[src/rtl/spi_pkg.sv]
// Shared SPI definitions used by the baud generator, control block and shift register.
package spi_pkg;

  typedef enum logic [1:0] {
    IDLE  = 2'd0,
    ARMED = 2'd1,
    SHIFT = 2'd2,
    DONE  = 2'd3
  } spi_shift_state_t;

  localparam int SPI_DEFAULT_DATA_WIDTH = 8;

  // Maps a transfer-order position onto the tx word bit position.
  function automatic logic [4:0] spi_bit_idx(input logic [4:0] count,
                                             input logic       lsbfe,
                                             input logic [4:0] width);
    return lsbfe ? count : (width - 5'd1 - count);
  endfunction

endpackage

[src/rtl/spi_shift_register.sv]
// SPI master data path: serialises the TX word onto mosi_o and assembles the
// RX word from miso_i, paced by the baud generator's send/sample strobes.
module spi_shift_register
  import spi_pkg::*;
#(
  parameter int DATA_WIDTH = SPI_DEFAULT_DATA_WIDTH
) (
  input  logic                  PCLK,
  input  logic                  PRESET_n,
  input  logic                  ss_i,
  input  logic                  send_data_i,
  input  logic [DATA_WIDTH-1:0] data_mosi_i,
  input  logic                  lsbfe_i,
  input  logic                  cpol_i,
  input  logic                  cpha_i,
  input  logic                  mosi_send_sclk_i,
  input  logic                  mosi_send_sclk0_i,
  input  logic                  miso_receive_sclk_i,
  input  logic                  miso_receive_sclk0_i,
  input  logic                  miso_i,
  output logic                  mosi_o,
  output logic [DATA_WIDTH-1:0] data_miso_o,
  output logic                  rx_valid_o,
  output logic                  busy_o,
  output logic                  abort_o
);

  localparam int CW = $clog2(DATA_WIDTH) + 1;
  localparam int IW = $clog2(DATA_WIDTH);

  // state | meaning
  // IDLE  | waiting for a load strobe
  // ARMED | word loaded, waiting for ss_i low
  // SHIFT | moving bits on the selected strobes
  // DONE  | one-cycle completion, rx_valid_o high
  localparam logic [1:0] ST_IDLE  = IDLE;
  localparam logic [1:0] ST_ARMED = ARMED;
  localparam logic [1:0] ST_SHIFT = SHIFT;
  localparam logic [1:0] ST_DONE  = DONE;

  logic [1:0]            r_state;
  logic [DATA_WIDTH-1:0] r_tx;
  logic [DATA_WIDTH-1:0] r_rx;
  logic [DATA_WIDTH-1:0] r_data_miso;
  logic [CW-1:0]         r_cnt;
  logic [CW-1:0]         r_sidx;
  logic                  r_cpol;
  logic                  r_cpha;
  logic                  r_lsbfe;
  logic                  r_mosi;
  logic                  r_rx_valid;
  logic                  r_abort;

  logic                  w_send;
  logic                  w_recv;
  logic                  w_last;
  logic [IW-1:0]         w_send_pos;
  logic [DATA_WIDTH-1:0] w_rx_next;

  // Strobe pair chosen from the configuration latched at load time.
  assign w_send = (r_cpol == r_cpha) ? mosi_send_sclk_i    : mosi_send_sclk0_i;
  assign w_recv = (r_cpol == r_cpha) ? miso_receive_sclk_i : miso_receive_sclk0_i;

  assign w_send_pos = IW'(spi_bit_idx(5'(r_sidx), r_lsbfe, 5'(DATA_WIDTH)));
  assign w_rx_next  = r_lsbfe ? {miso_i, r_rx[DATA_WIDTH-1:1]}
                              : {r_rx[DATA_WIDTH-2:0], miso_i};
  assign w_last     = (r_cnt == CW'(DATA_WIDTH - 1));

  always_ff @(posedge PCLK or negedge PRESET_n) begin
    if (!PRESET_n) begin
      r_state     <= ST_IDLE;
      r_tx        <= '0;
      r_rx        <= '0;
      r_data_miso <= '0;
      r_cnt       <= '0;
      r_sidx      <= '0;
      r_cpol      <= 1'b0;
      r_cpha      <= 1'b0;
      r_lsbfe     <= 1'b0;
      r_mosi      <= 1'b0;
      r_rx_valid  <= 1'b0;
      r_abort     <= 1'b0;
    end else begin
      r_rx_valid <= 1'b0;
      r_abort    <= 1'b0;
      case (r_state)
        ST_IDLE: begin
          if (send_data_i) begin
            r_tx    <= data_mosi_i;
            r_cpol  <= cpol_i;
            r_cpha  <= cpha_i;
            r_lsbfe <= lsbfe_i;
            r_rx    <= '0;
            r_cnt   <= '0;
            r_sidx  <= '0;
            r_state <= ST_ARMED;
          end
        end
        ST_ARMED: begin
          if (!ss_i) begin
            r_state <= ST_SHIFT;
            if (!r_cpha) begin
              r_mosi <= r_tx[w_send_pos];
              r_sidx <= CW'(1);
            end else begin
              r_sidx <= '0;
            end
          end
        end
        ST_SHIFT: begin
          if (ss_i) begin
            r_state <= ST_IDLE;
            r_mosi  <= 1'b0;
            r_abort <= 1'b1;
            r_rx    <= '0;
            r_cnt   <= '0;
            r_sidx  <= '0;
          end else begin
            if (w_send && (r_sidx < CW'(DATA_WIDTH))) begin
              r_mosi <= r_tx[w_send_pos];
              r_sidx <= r_sidx + CW'(1);
            end
            if (w_recv) begin
              r_rx  <= w_rx_next;
              r_cnt <= r_cnt + CW'(1);
              // Word is published on DONE entry so rx_valid_o and data_miso_o
              // change together, one PCLK after the final sample strobe.
              if (w_last) begin
                r_state     <= ST_DONE;
                r_data_miso <= w_rx_next;
                r_rx_valid  <= 1'b1;
              end
            end
          end
        end
        ST_DONE: begin
          r_state <= ST_IDLE;
          r_mosi  <= 1'b0;
        end
        default: r_state <= ST_IDLE;
      endcase
    end
  end

  assign mosi_o      = r_mosi;
  assign data_miso_o = r_data_miso;
  assign rx_valid_o  = r_rx_valid;
  assign abort_o     = r_abort;
  assign busy_o      = (r_state != ST_IDLE);

endmodule

[config.mk]
export PLATFORM = sky130hd
export DESIGN_NAME = spi_shift_register
export DESIGN_NICKNAME = d
export VERILOG_FILES = /design/src/rtl/spi_pkg.sv /design/src/rtl/spi_shift_register.sv
export SDC_FILE = /design/constraint.sdc
export NUM_CORES = 1
export LEC_CHECK = 0
export ABC_CLOCK_PERIOD_IN_PS = 2300
export CORE_MARGIN = 8
export CORE_UTILIZATION = 45
export DETAILED_ROUTE_END_ITERATION = 12
export PLACE_DENSITY = 0.66
export SLEW_MARGIN = 20
export SYNTH_ARGS = -nofsm -noshare
export SYNTH_HDL_FRONTEND = slang
export SYNTH_SLANG_ARGS = --single-unit
[constraint.sdc]
create_clock -name PCLK -period 2.3 [get_ports PCLK]
set_input_delay 0.46 -clock PCLK [delete_from_list [all_inputs] [get_ports PCLK]]
set_output_delay 0.46 -clock PCLK [all_outputs]
set_load 0.01 [all_outputs]
==> results.md, run 1 <==
* PnR worst setup slack at 170 ps
* Final hold vios at 0
* Antenna cell count at 0
* #FFs+latches synth at 40
* Cells after DPL at 257
* Antenna Nets Post-Route at 0
* Fin crit period at 2130 ps
* Total clock buffers created by CTS at 5
* Synthesized instance count at 176
* Layout cell share with drive strength beyond 1 at between 10% and 20%
* Fillcell total at 372
* Largest family of logic cells by synthesized area: multiplexers
* CP Data Required Time at approximately 1800 ps
* Drt drc at 0
* Slew HR at 42.0%
* Area Overhead vs Synth at 23.7%
* Via count at 1473
* Chip Height at 82.2 um
* Kind of critical path: reg2out
* Simple-Gate Fraction of Synth Area at between 10 and 15%
* Hold Buf Count CTS at 0
* Post-Synth XOR/XNOR Area at less than 1%
* Core area at 4290 um^2
* GRT Util Overall at 14.2%
* Unrepaired setup endpoints after global routing: no
* PwrDens at 994 nW/um^2
* Post-route cell area at 2440 um^2
* Vias in the first global route at 1586
* Area of the multi-input gates at 932 um^2
* Tot Pwr at 2.43 mW
* Achievable Freq at around 470 MHz
* Post-CTS setup buffers at 0
* Post-synthesis cell type count at 39
* Max FO, Critical Path at 5
* Placed Area at about 2300 um^2
* Global-route wire length before repair at 7.38 mm
* Mux share of post-synthesis cell area at 17.2%
* Initial Util at a little under half
* Longest Clk Path Bufs at 2
* CTS tree: done
* Routed len/inst at ~16 um
* Clock Sink Count at 40
* GPL Wtd Cong at 0.869
* Reg clk slew, reported paths at about 80 ps
* Worst setup EP type: output port
* Post-cts resize count at 0
* Dpl ws at 177 ps
* CP startpoint kind: register
* Largest net degree at the start of global routing at 41
* Hold crit path type: in2async
* Worst vdd ir at 0.525 mV
* IO Pins at 32
* Compound-cell area share of the yosys netlist at roughly 13%
* Syn Nets at 203
* Die Area at approximately 6800 um^2
* Final period utilization at roughly 93%
* EDFF count, synth at 0
* Antenna violations before repair at 0
* Synth Area in Adders at 4.44%
* Net count, final at 239
* Slew Viols, Final at 0
* Cell Area, Synth at between 1500 and 2000 um^2
* Worst-margin pin slew at a little under 900 ps
* TNS Setup at 0 ps
* Gr ovfl total at 0
* Max-cap violations at 0
* Outcome: complete, no violations
* Number of port buffers at 31
* Routed WL at roughly 4.3 mm
* Fin Clk Skew at 8.27 ps
* Post-detail-place hpwl at around 3.2 mm
* Synth warn at 0
* Die width at 82.2 um
* Hold Slack at 271 ps
* Post-Layout Cell Count at 265
* H-Tree Depth at 2
* Core Util, Final at 56.8%
* CTS root buffer: clkbuf_8
* Iter 0 DRT Violations at 64
* Row count at 24
* Seq/Total Area, Yosys at 50.7%
* Seq. cell area at 1000 um^2
* Routed vias/inst at around 5.6
* Worst-Skew Late Latency at 300 ps
* Ys async rst share at 100%
* Worst EP arrival at around 1700 ps
* Post-Syn Area per Cell at 11.2 um^2
* Setup violators final at 0
* Ys flop type: dfrtp_1
* Lkg Pwr at 1.07 nW
* DR pass1 iterations at 4
-- cell usage in the layout, fill, tap and decap left out, types with 2 or more instances in the layout --
master           count
nand2_1             23
a31oi_1              2
mux2i_1             11
nand4b_1             2
o21ai_1              2
dfrtp_1             40
buf_4                2
mux2_2              13
o21ai_2              2
inv_1                8
nand4_1              3
a21oi_1              4
mux4_2               3
ha_1                 7
clkinv_2             2
o21ai_0             24
clkbuf_8             6
nand3_1              3
and3_1               2
clkdlybuf4s50_1     30
nor2_1               4
nor2b_1              2
-- per-layer routing --
layer	GRT usage, %	wire, um
met2	20.9	1990
met3	5.09	273
met4	7.37	72
met5	0	0
met1	18.0	1910
-- layout make-up --
class	count	area share, %
clock buffer	6	3.38
clock inverter	2	0.410
inverter	8	1.23
multi-input combinational	124	38.2
sequential	40	41.0
tap	52	2.67
timing repair buffer	33	13.1
-- state kept, by name, indices dropped and copies added, names as in the netlist --
register     flops
data_miso_o      8
r_rx             8
r_tx             8
r_cnt            4
r_sidx           4
r_state          2
abort_o          1
mosi_o           1
r_cpha           1
r_cpol           1
r_lsbfe          1
rx_valid_o       1
-- critical path: stages, from the launching register on --
cell and delay, ps:
dfrtp_1 390, inv_1 110, ha_1 240, inv_1 90, clkdlybuf4s50_1 540
-- path summary, 6_finish.rpt --
kind / endpoint / slack (ps) / from / cells after the start
worst max-delay path: busy_o / 170 / r_state[0] / 4
worst min register to register: data_miso_o[4] / 490 / data_miso_o[4] / 2
worst min-delay path: r_cnt[0] / 270 / PRESET_n / 1
max in group asynchronous: data_miso_o[6] / 1480 / PRESET_n / 1
min in group PCLK: data_miso_o[4] / 490 / data_miso_o[4] / 2
worst max register to register: r_rx[4] / 310 / r_state[0] / 6
-- cells by family after synthesis --
kind of cell    count (synthesis)
simple gates                   45
flops                          40
compound gates                 43
xor+xnor                        1
fa+ha+maj                       7
buf+inv                        12
mux                            28
-- report_power, final --
group,internal (mW),switching [mW]
Combinational,0.476,0.448
Clock,0.239,0.246
Sequential,0.848,0.170
Total,1.56,0.864
-- Yosys cell counts, types with 2 or more instances --
cell type	n	area, um^2
a21oi_1	4	20.0
a31oi_1	2	12.5
and3_1	2	12.5
dfrtp_1	40	1000
ha_1	7	87.6
inv_1	8	30.0
mux2_2	13	146
mux2i_1	11	110
mux4_2	3	67.6
nand2_1	23	86.3
nand3_1	3	15.0
nand4_1	3	18.8
nand4b_1	2	17.5
nor2_1	4	15.0
nor2b_1	2	12.5
o21ai_0	25	125
o21ai_2	2	17.5
Power figures use the tool's default switching activity.
==> run 2: changes to the inputs <==
==> constraint.sdc (replaced) <==
create_clock -name PCLK -period 2.3 [get_ports PCLK]
set_input_delay 0.345 -clock PCLK [delete_from_list [all_inputs] [get_ports PCLK]]
set_output_delay 0.345 -clock PCLK [all_outputs]
set_load 0.01 [all_outputs]
==> results.md, run 2 (synthesis results as in run 1) <==
* Outcome: complete, no violations
* Final hold vios at 0
* CP Data Required Time at 2480 ps
* Cells after DPL at 258
* Worst-Skew Late Latency at 290 ps
* Kind of critical path: reg2reg
* DR pass1 iterations at 4
* TNS Setup at 0 ps
* PwrDens at approximately 1000 nW/um^2
* CP Cell Sequence: inv_1 -> ha_1 -> inv_1 -> o21ai_0 -> nor2_1 -> nand2_1 -> mux2_2
* CTS root buffer: clkbuf_8
* Cell repeated most along the worst path: inv_1
* Via count at 1463
* Lkg Pwr at 1.08 nW
* Routed vias/inst at 5.50
* Hold crit path type: in2async
* CP startpoint kind: register
* Vias in the first global route at 1519
* Fin crit period at 2030 ps
* Iter 0 DRT Violations at 71
* Post-detail-place hpwl at about 3.2 mm
* Global-route wire length before repair at between 7 and 8 mm
* Fin Clk Skew at ~7.0 ps
* Routed len/inst at between 15 and 20 um
* Chip Height at 82.2 um
* Worst r2r dst: r_sidx[1]
* Max FO, Critical Path at 5
* Die Area at just under 7000 um^2
* Post-Layout Cell Count at 266
* GRT Util Overall at 13.9%
* Clock Sink Count at 40
* IO Pins at 32
* Worst EP arrival at 2210 ps
* Final period utilization at roughly nine tenths
* H-Tree Depth at 2
* GPL Wtd Cong at 0.843
* Worst Path Buf+Inv at 2
* Achievable Freq at 492 MHz
* Gr ovfl total at 0
* Max-cap violations at 0
* Post-cts resize count at 0
* Unrepaired setup endpoints after global routing: no
* Slew Viols, Final at 0
* Antenna Nets Post-Route at 0
* Net count, final at 240
* Worst vdd ir at 0.556 mV
* Slew HR at 42.5%
* Total clock buffers created by CTS at 5
* Worst setup EP type: register
* Die width at 82.2 um
* CP max stage cell: dfrtp_1
* Worst-margin pin slew at 863 ps
* Largest net degree at the start of global routing at 41
* Layout cell share with drive strength beyond 1 at 15.9%
* Antenna cell count at 0
* CTS tree: done
* Setup violators final at 0
* Row count at 24
* Reg clk slew, reported paths at around 80 ps
* RR Startpoint: r_state[0]
* Post-CTS setup buffers at 0
* Drt drc at 0
* Routed WL at between 4 and 5 mm
* Critical Path Max Stage Delay at 400 ps
* Longest Clk Path Bufs at 2
* Number of port buffers at 31
* Core Util, Final at a little under three fifths
* Core area at 4290 um^2
* Area Overhead vs Synth at 24.2%
* Flop2flop setup slack at around 270 ps
* Delay-heaviest family, CP: flip-flops
* Most frequent cells in the layout: dfrtp_1 (40), clkdlybuf4s50_1 (30), o21ai_0 (25)
* Initial Util at around 46%
* Antenna violations before repair at 0
* Reg2reg path depth at 7
* Commonest non-fill, non-tap cell in the layout: dfrtp_1
* Hold Buf Count CTS at 0
[run 2: worst max-delay path by stage]
stage	slack [ps]	cells after the start	endpoint	from
4_1_cts	290	7	r_sidx[1]	r_state[0]
3_5_place_dp	310	7	r_sidx[1]	r_state[0]
3_3_place_gp	420	5	r_sidx[1]	send_data_i
2_1_floorplan	500	7	r_sidx[1]	r_state[0]
6_report	270	7	r_sidx[1]	r_state[0]
5_1_grt	100	7	data_miso_o[7]	r_state[0]
[run 2: power by group]
group	total, mW	switching (mW)	internal [mW]	leakage, nW
registers	1.02	0.170	0.848	0.529
logic	0.923	0.446	0.477	0.493
clock network	0.562	0.239	0.322	0.0552
total	2.50	0.856	1.65	1.08
[run 2: layout make-up]
class,count,area [um^2]
inverters,8,30.0
fillers,374,1840
clock inverters,2,35.0
multi-input cells,124,918
flip-flops and latches,40,1000
repair buffers,34,328
clock buffers,6,72.6
well taps,52,65.1
[run 2: metal layers]
layer / share of wire (%) / GRT usage [%]
met1: 44 / 16.9
met2: 50 / 23.2
met3: 5.2 / 3.79
met4: 0.97 / 4.91
met5: 0 / 0
[run 2: through the flow]
step | setup WS (ps) | hold slack, ps | cell area, um^2 | total power, mW
6_report | 269 | 160 | 2450 | 2.50
5_1_grt | 102 | 251 | 2450 | 2.66
4_1_cts | 289 | 207 | 2450 | 2.53
3_5_place_dp | 315 | 469 | 2340 | 1.95
3_3_place_gp | 418 | 464 | 2340 | 1.90
2_1_floorplan | 496 | 49.4 | 1970 | 1.67
